==> src/rtl/ulpi_phy_responder.sv <==
// rtl/ulpi_phy_responder.sv - ULPI PHY emulator: register TXCMD write/read, RXCMD on line-state change, PHY reset
module ulpi_phy_responder #(
  parameter int STARTUP_CYCLES = 4,
  parameter int RESET_CYCLES   = 8
) (
  input  logic       USB_CLKIN,
  input  logic       NRST,
  input  logic [7:0] DATA_IN,
  output logic [7:0] DATA_OUT,
  output logic       DATA_OE,
  output logic       DIR,
  output logic       NXT,
  input  logic       STP,
  input  logic [1:0] LINE_STATE,
  input  logic [1:0] VBUS_STATE,
  output logic [7:0] FUNC_CTRL,
  output logic [7:0] OTG_CTRL
);

  typedef enum logic [3:0] {
    STARTUP, IDLE, W_ACK, W_DATA, W_STP, R_ACK, R_TURN1, R_DATA, R_TURN2,
    X_TURN1, X_RXCMD, X_TURN2, PHY_RST
  } state_t;

  localparam logic [15:0] STARTUP_LAST = 16'(STARTUP_CYCLES - 1);
  localparam logic [15:0] RESET_LAST   = 16'(RESET_CYCLES - 1);

  state_t      state, state_n;
  logic [15:0] cnt;
  logic [5:0]  addr;
  logic [7:0]  hold;
  logic [7:0]  func_ctrl, if_ctrl, otg_ctrl;
  logic [7:0]  rd_data;
  logic        pending;
  logic [3:0]  last_rpt;
  logic [3:0]  cur_rpt;
  logic        rst_hit;

  assign cur_rpt   = {VBUS_STATE, LINE_STATE};
  assign FUNC_CTRL = func_ctrl;
  assign OTG_CTRL  = otg_ctrl;
  // Only a load or set of FuncCtrl can raise the reset bit.
  assign rst_hit   = ((addr == 6'h04) || (addr == 6'h05)) && hold[5];

  always_comb begin
    state_n = state;
    case (state)
      STARTUP: if (cnt == STARTUP_LAST) state_n = IDLE;
      IDLE: begin
        if (DATA_IN[7:6] == 2'b10)      state_n = W_ACK;
        else if (DATA_IN[7:6] == 2'b11) state_n = R_ACK;
        else if (pending)               state_n = X_TURN1;
      end
      W_ACK:   state_n = W_DATA;
      W_DATA:  state_n = W_STP;
      W_STP:   if (STP) state_n = rst_hit ? PHY_RST : IDLE;
      R_ACK:   state_n = R_TURN1;
      R_TURN1: state_n = R_DATA;
      R_DATA:  state_n = R_TURN2;
      R_TURN2: state_n = IDLE;
      X_TURN1: state_n = X_RXCMD;
      X_RXCMD: state_n = X_TURN2;
      X_TURN2: state_n = IDLE;
      PHY_RST: if (cnt == RESET_LAST) state_n = IDLE;
      default: state_n = IDLE;
    endcase
  end

  always_comb begin
    rd_data = 8'h00;
    case (addr)
      6'h00:               rd_data = 8'h24;
      6'h01:               rd_data = 8'h04;
      6'h02:               rd_data = 8'h06;
      6'h04, 6'h05, 6'h06: rd_data = func_ctrl;
      6'h07, 6'h08, 6'h09: rd_data = if_ctrl;
      6'h0A, 6'h0B, 6'h0C: rd_data = otg_ctrl;
      default:             rd_data = 8'h00;
    endcase
  end

  always_comb begin
    NXT      = (state == W_ACK) || (state == W_DATA) || (state == R_ACK);
    DIR      = (state == STARTUP) || (state == R_TURN1) || (state == R_DATA) ||
               (state == X_TURN1) || (state == X_RXCMD) || (state == PHY_RST);
    DATA_OE  = (state == R_DATA) || (state == X_RXCMD);
    DATA_OUT = 8'h00;
    if (state == R_DATA)  DATA_OUT = rd_data;
    if (state == X_RXCMD) DATA_OUT = {4'b0000, cur_rpt};
  end

  always_ff @(posedge USB_CLKIN or negedge NRST) begin
    if (!NRST) begin
      state     <= STARTUP;
      cnt       <= 16'd0;
      addr      <= 6'd0;
      hold      <= 8'h00;
      func_ctrl <= 8'h41;
      if_ctrl   <= 8'h00;
      otg_ctrl  <= 8'h06;
      pending   <= 1'b0;
      last_rpt  <= 4'h0;
    end else begin
      state <= state_n;
      cnt   <= ((state == STARTUP || state == PHY_RST) && state_n == state) ? cnt + 16'd1 : 16'd0;

      if (state == X_RXCMD) begin
        pending  <= 1'b0;
        last_rpt <= cur_rpt;
      end else if (cur_rpt != last_rpt) begin
        pending <= 1'b1;
      end

      if (state == IDLE && DATA_IN[7] == 1'b1) addr <= DATA_IN[5:0];
      if (state == W_DATA) hold <= DATA_IN;

      if (state == W_STP && STP) begin
        case (addr)
          6'h04: func_ctrl <= hold;
          6'h05: func_ctrl <= func_ctrl | hold;
          6'h06: func_ctrl <= func_ctrl & ~hold;
          6'h07: if_ctrl   <= hold;
          6'h08: if_ctrl   <= if_ctrl | hold;
          6'h09: if_ctrl   <= if_ctrl & ~hold;
          6'h0A: otg_ctrl  <= hold;
          6'h0B: otg_ctrl  <= otg_ctrl | hold;
          6'h0C: otg_ctrl  <= otg_ctrl & ~hold;
          default: ;
        endcase
      end

      // Leaving PHY reset: self-clearing reset bit, other registers to defaults.
      if (state == PHY_RST && state_n == IDLE) begin
        func_ctrl[5] <= 1'b0;
        if_ctrl      <= 8'h00;
        otg_ctrl     <= 8'h06;
      end
    end
  end

endmodule

==> config.mk <==
export PLATFORM = sky130hd
export DESIGN_NAME = ulpi_phy_responder
export DESIGN_NICKNAME = d
export VERILOG_FILES = /design/src/rtl/ulpi_phy_responder.sv
export SDC_FILE = /design/constraint.sdc
export NUM_CORES = 1
export LEC_CHECK = 0
export CAP_MARGIN = 20
export CELL_PAD_IN_SITES_DETAIL_PLACEMENT = 1
export CELL_PAD_IN_SITES_GLOBAL_PLACEMENT = 2
export CORE_ASPECT_RATIO = 1.4
export CORE_UTILIZATION = 31
export DETAILED_ROUTE_END_ITERATION = 8
export GPL_TIMING_DRIVEN = 0
export PLACE_DENSITY = 0.82
export SLEW_MARGIN = 20
export SYNTH_ARGS = -nofsm -noshare
export SYNTH_HDL_FRONTEND = slang
export SYNTH_SLANG_ARGS = --single-unit
export TNS_END_PERCENT = 10
==> constraint.sdc <==
create_clock -name USB_CLKIN -period 2.2 [get_ports USB_CLKIN]
set_clock_uncertainty 0.05 [all_clocks]
set_input_delay 0.44 -clock USB_CLKIN [delete_from_list [all_inputs] [get_ports USB_CLKIN]]
set_output_delay 0.44 -clock USB_CLKIN [all_outputs]
set_load 0.03 [all_outputs]
## Word level (Yosys, flattened, before mapping)

Cells that the tools add are included.

| storage, ports and cells | value |
|---|---|
| register bits | 63 |
| output and inout bits | 27 |
| logic and storage cells | 99 |

| operators by class | value |
|---|---|
| $add $sub $neg | 1 |
| equality and inequality tests | 28 |
| muxes and demuxes | 23 |
| bitwise logic cells | 7 |
| reduce and logical (&&, ||, !) cells | 30 |

Operators by type and width:

| operator | number |
|---|---|
| 8-bit one-hot mux with 3 select lines | 3 |
| 8-bit two-way mux | 6 |
| 8-bit one-hot mux with 6 select lines | 1 |
| 4-bit one-hot mux with 11 select lines | 1 |
| 6-bit by 4-bit == test with 1-bit output, second input constant | 5 |
| 4-bit two-way mux | 7 |
| 8-bit AND | 3 |
| 6-bit by 3-bit == test with 1-bit output, second input constant | 4 |
| 8-bit bitwise OR | 3 |
| 16-bit by 1-bit adder with 16-bit output, second input constant | 1 |
| 16-bit by 2-bit == test with 1-bit output, second input constant | 1 |
| 16-bit by 3-bit == test with 1-bit output, second input constant | 1 |
| 4-bit by 3-bit == test with 1-bit output, second input constant | 4 |
| 16-bit two-way mux | 1 |
| 4-bit == test, second input constant | 3 |
| 4-bit nonzero test | 3 |
| 1-bit logical OR | 10 |
| 3-bit OR reduction | 3 |
| 4-bit by 1-bit == test with 1-bit output, second input constant | 2 |
| 4-bit by 2-bit == test with 1-bit output, second input constant | 2 |
| 8-bit inverter | 1 |
| 2-bit AND reduction | 4 |
| 6-bit by 1-bit == test with 1-bit output, second input constant | 1 |
| 6-bit by 2-bit == test with 1-bit output, second input constant | 1 |
| other kinds (10) | 18 |

## Depth between registers and ports, before layout

| depth | value |
|---|---|
| depth in word-level cells | 10 |
| depth in mapped cells | 7 |

## Worst setup path after synthesis

OpenSTA, ideal clock, no wires.

| path | value |
|---|---|
| path kind | register to output |
| from | reg addr[3] |
| to | out DATA_OUT[0] |
| arrival time | 2.139 ns |
| required time | 1.710 ns |
| setup slack | -0.429 ns |
| cell stages (with the launch flop) | 6 |
| path through | dfrtp_1 > buf_2 > or4b_4 > nor2_1 > a222oi_1 > o21ai_0 |

| on the way | value |
|---|---|
| word-level cells in the longest chain between the ends | 5 |
| elaborated cells on any way between the ends | 18 |

Ends and longest elaborated chain:

| what | RTL line | text |
|---|---|---|
| start: declaration | 30 | `logic [5:0] addr;` |
| start signal: assignment | 114 | `if (state == IDLE && DATA_IN[7] == 1'b1) addr <= DATA_IN[5:0];` |
| 6-bit by 4-bit == test with 1-bit output or 6-bit by 3-bit == test with 1-bit output (tied branches) | 71 | `case (addr)` |
| 3-bit OR reduction | 71 |  |
| 8-bit one-hot mux with 6 select lines (*) | 71 |  |
| 8-bit two-way mux (*) | 88 | `if (state == R_DATA) DATA_OUT = rd_data;` |
| 8-bit two-way mux (*) | 89 | `if (state == X_RXCMD) DATA_OUT = {4'b0000, cur_rpt};` |
| end: declaration | 9 | `output logic [7:0] DATA_OUT,` |

Every way passes the cells marked *; elsewhere a longest branch is shown, timed or not.

## Worst setup path after layout

| path | value |
|---|---|
| from | reg addr[2] |
| to | out DATA_OUT[0] |

Same word-level chain as after synthesis.

==> results.json <==
{
  "endpoint_kind": "output port",
  "instances_no_fill": 591,
  "drive_gt1_frac": 0.264,
  "antenna_cells": 0,
  "fmax_ghz": 0.359,
  "rsz0062_at_grt": "true",
  "dr.first_iter.drc_count": 188,
  "setup_viol": 25,
  "final_area_mm2": 0.00487,
  "arrival_ns": 2.29,
  "holdPathStages": 1,
  "synth.area.top_cells": "dfrtp_1 43%, nand2_1 4.7%, o21ai_0 4.1%, mux2_2 3.9%, a21oi_1 3.8%",
  "nets": 461,
  "pin_count": 42,
  "rows": 45,
  "slew_headroom": 0.389,
  "nFillCells": 1207,
  "status": "finished with violations",
  "violations": "negative setup slack",
  "finalHoldViolCount": 0,
  "syn_to_final_growth_pct": 41.7,
  "ys_types": 54,
  "grt_max_degree": 51,
  "powerDensity_mw_per_mm2": 1200,
  "path_clk_slew_ns": 0.05,
  "syn-instance-count": 370,
  "cap_viol_max_count": 0,
  "timing.final.crit_share": 1.26,
  "die_x_um": 91.0,
  "grt_pass1_vias": 3468,
  "crit_fanout": 7,
  "synth_area_per_cell_um2": 9.29,
  "r2r_cells": 6,
  "p_int_mw": 3.52,
  "dieArea_mm2": 0.0115,
  "tightest_slew_ns": 0.909,
  "swShare": 0.399,
  "yosys.area.top_type_share": 0.429,
  "die_y_um": 127,
  "final.min_clock_period_ns": 2.78,
  "htreeDepth": 3,
  "grt.overflow.total": 0,
  "ys_seq_elements": 63,
  "syn-num-nets": 386,
  "cts-root-buf": "clkbuf_16",
  "cts_made_buffers": 9,
  "hold_start": "cnt[0]",
  "dr_total_vias": 3197,
  "insertion_delay_ns": 0.34,
  "worstSetupStartpointType": "flip-flop",
  "drv_slew": 0,
  "synth.yosys.seq_area_share": 0.460,
  "antenna_left": 0,
  "place_ws_ns": -1.12,
  "placed_area_mm2": 0.00415,
  "post-route-drc-count": 0,
  "antenna_found_initial": 0,
  "crit_type": "flip-flop to output port",
  "firstDrtPassIters": 5,
  "dp_hpwl_mm": 7.63,
  "drt-wirelength-per-cell_um": 18.5,
  "cts.sink_count": 63,
  "async_flop_share": 1.00,
  "required_ns": 1.71,
  "initial_core_util": 0.318,
  "total_power_mw": 5.86,
  "hold_path_class": "flip-flop to flip-flop",
  "p_comb_frac": 0.443,
  "fin_util": 0.451,
  "grt_usage": 0.203,
  "wl_mm": 10.9,
  "r2r_end": "FUNC_CTRL[4]",
  "whs_endpoint": "cnt[0]",
  "grt_pass1_wl_mm": 18.2,
  "reg2reg_from": "addr[2]",
  "p_clk_frac": 0.231,
  "fin_ws_ns": -0.582,
  "dp_cells": 553,
  "synth_top_area_cell": "dfrtp_1",
  "synth-main-ff-cell": "dfrtp_1",
  "synth_edf_count": 0,
  "power.switching_mw": 2.34,
  "ff2ff_setup_slack_ns": -0.38,
  "p_seq_frac": 0.325,
  "ys_warn_count": 0,
  "core_mm2": 0.0108,
  "routabilityCongestion": 0.796,
  "vdd.ir_drop.worst_uv": 423,
  "power.leakage_nw": 1.94,
  "cts_tree": "done",
  "port_buffers": 41,
  "viasPerCell": 5.41,
  "cts.path.max_buffers": 2,
  "netlist_area_mm2": 0.00344
}
-- logic make-up (layout without fill, tap and decap cells) --
logic type,Yosys count,in the layout,synth area share
multiplexers,12,12,0.0393
AO/OA/AOI/OAI,94,94,0.177
AND/OR/NAND/NOR,157,157,0.249
adder cells (fa/ha/maj),1,1,0.00364
buffers and inverters,29,109,0.0357
flip-flops,63,63,0.460
XOR/XNOR,14,14,0.0357
-- layout by cell type, fill, tap and decap left out, types with 14 or more instances in the layout --
| master | Yosys | routed |
|---|---|---|
| nor3_1 | 16 | 15 |
| dfrtp_1 | 59 | 56 |
| a21oi_1 | 26 | 21 |
| buf_6 | 1 | 15 |
| nand3_1 | 15 | 14 |
| clkdlybuf4s50_1 | 0 | 29 |
| buf_4 | 1 | 18 |
| nor2_1 | 25 | 21 |
| nand2_1 | 43 | 42 |
| o21ai_0 | 28 | 21 |
-- sequential cells by signal, summed over array words and instances, names as in the netlist --
register and count:
FUNC_CTRL 8, OTG_CTRL 8, addr 6, cnt 16, hold 8, if_ctrl 8
last_rpt 4, pending 1, state 4
-- critical path: stages, from the launching register on --
cell      delay (ns)
dfrtp_1         0.42
buf_8           0.15
and4b_2         0.23
o21a_4          0.24
a222oi_1        0.69
o21ai_4         0.07
buf_6           0.16
-- layer usage --
layer | global-route usage | part of all wire | vias to the layer above | wire (um)
li1 | - | - | 1520 | -
met3 | 0.0378 | 0.028 | 23 | 302
met1 | 0.236 | 0.42 | 1603 | 4640
met4 | 0.0971 | 0.029 | 0 | 322
met5 | 0 | 0 | - | 0
met2 | 0.358 | 0.52 | 51 | 5680
-- cell type report --
type                            instances  area (um2)  share of cell area
Tap cell                              141         176              0.0362
Inverter                                9        33.8             0.00693
Buffer                                 20         165              0.0339
Timing Repair Buffer                   64         652               0.134
Multi-Input combinational cell        278        1980               0.406
Sequential cell                        63        1590               0.325
Clock buffer                           16         282              0.0578
-- metrics by stage --
stage	hold WS (ns)	setup TNS [ns]
2_1_floorplan	0.0944	-0.0317
3_3_place_gp	0.423	-113.93
3_5_place_dp	0.267	-16.02
4_1_cts	0.431	-4.92
5_1_grt	0.449	-8.30
6_report	0.429	-6.68
-- cell usage after synthesis, types with 2 or more instances --
cell      instances
a31oi_1           7
a2111o_1          2
o21ai_0          28
o221ai_1          2
mux2_2           12
nand3_1          15
inv_1             9
nand3b_1          8
o211ai_1          2
a221o_1           2
or3b_2            2
nor4_1            5
a21oi_1          26
or2_2             3
nor3b_1           3
a22o_1            7
nand2b_1          3
buf_2             2
nor2_1           25
nor4_2            2
or4b_4            2
dfrtp_1          59
nand4_1           6
clkbuf_1         15
nand2_1          43
and2_1            5
a222oi_1          5
and3_1            5
xnor2_1           2
xor2_1           12
and4_1            2
or3_1             4
nor3_1           16
a221oi_1          3
a21o_1            2
dfstp_2           4
or4_1             3
-- worst max path at each step --
stage,startpoint,to,slack [ns],cells after the start
after floorplan,addr[3],DATA_OUT[0],-0.02,5
after global placement,NRST,hold[3],-1.57,1
after detailed placement,addr[3],DATA_OUT[1],-1.12,6
after CTS,addr[2],DATA_OUT[0],-0.57,6
after global routing,addr[2],DATA_OUT[0],-0.57,6
final,addr[2],DATA_OUT[0],-0.58,6
-- repair_timing --
item                                    CTS  global route
buffers inserted                         16             5
endpoints found under the hold margin    13             0
gates resized for setup                 119            23
endpoints found under the setup margin   35            31
hold buffers                              1             0
pin swaps                                14             5
-- power groups by stage --
| stage | registers [mW] | clock network [mW] | logic, mW |
|---|---|---|---|
| finish | 1.91 | 1.36 | 2.60 |
| global route | 1.96 | 1.41 | 2.81 |
| CTS | 1.88 | 1.37 | 2.49 |
| detailed placement | 1.87 | 0 | 2.09 |
| global placement | 1.85 | 0 | 2.03 |
| floorplan | 1.86 | 0 | 1.34 |
(Power assumes the default switching activity.)
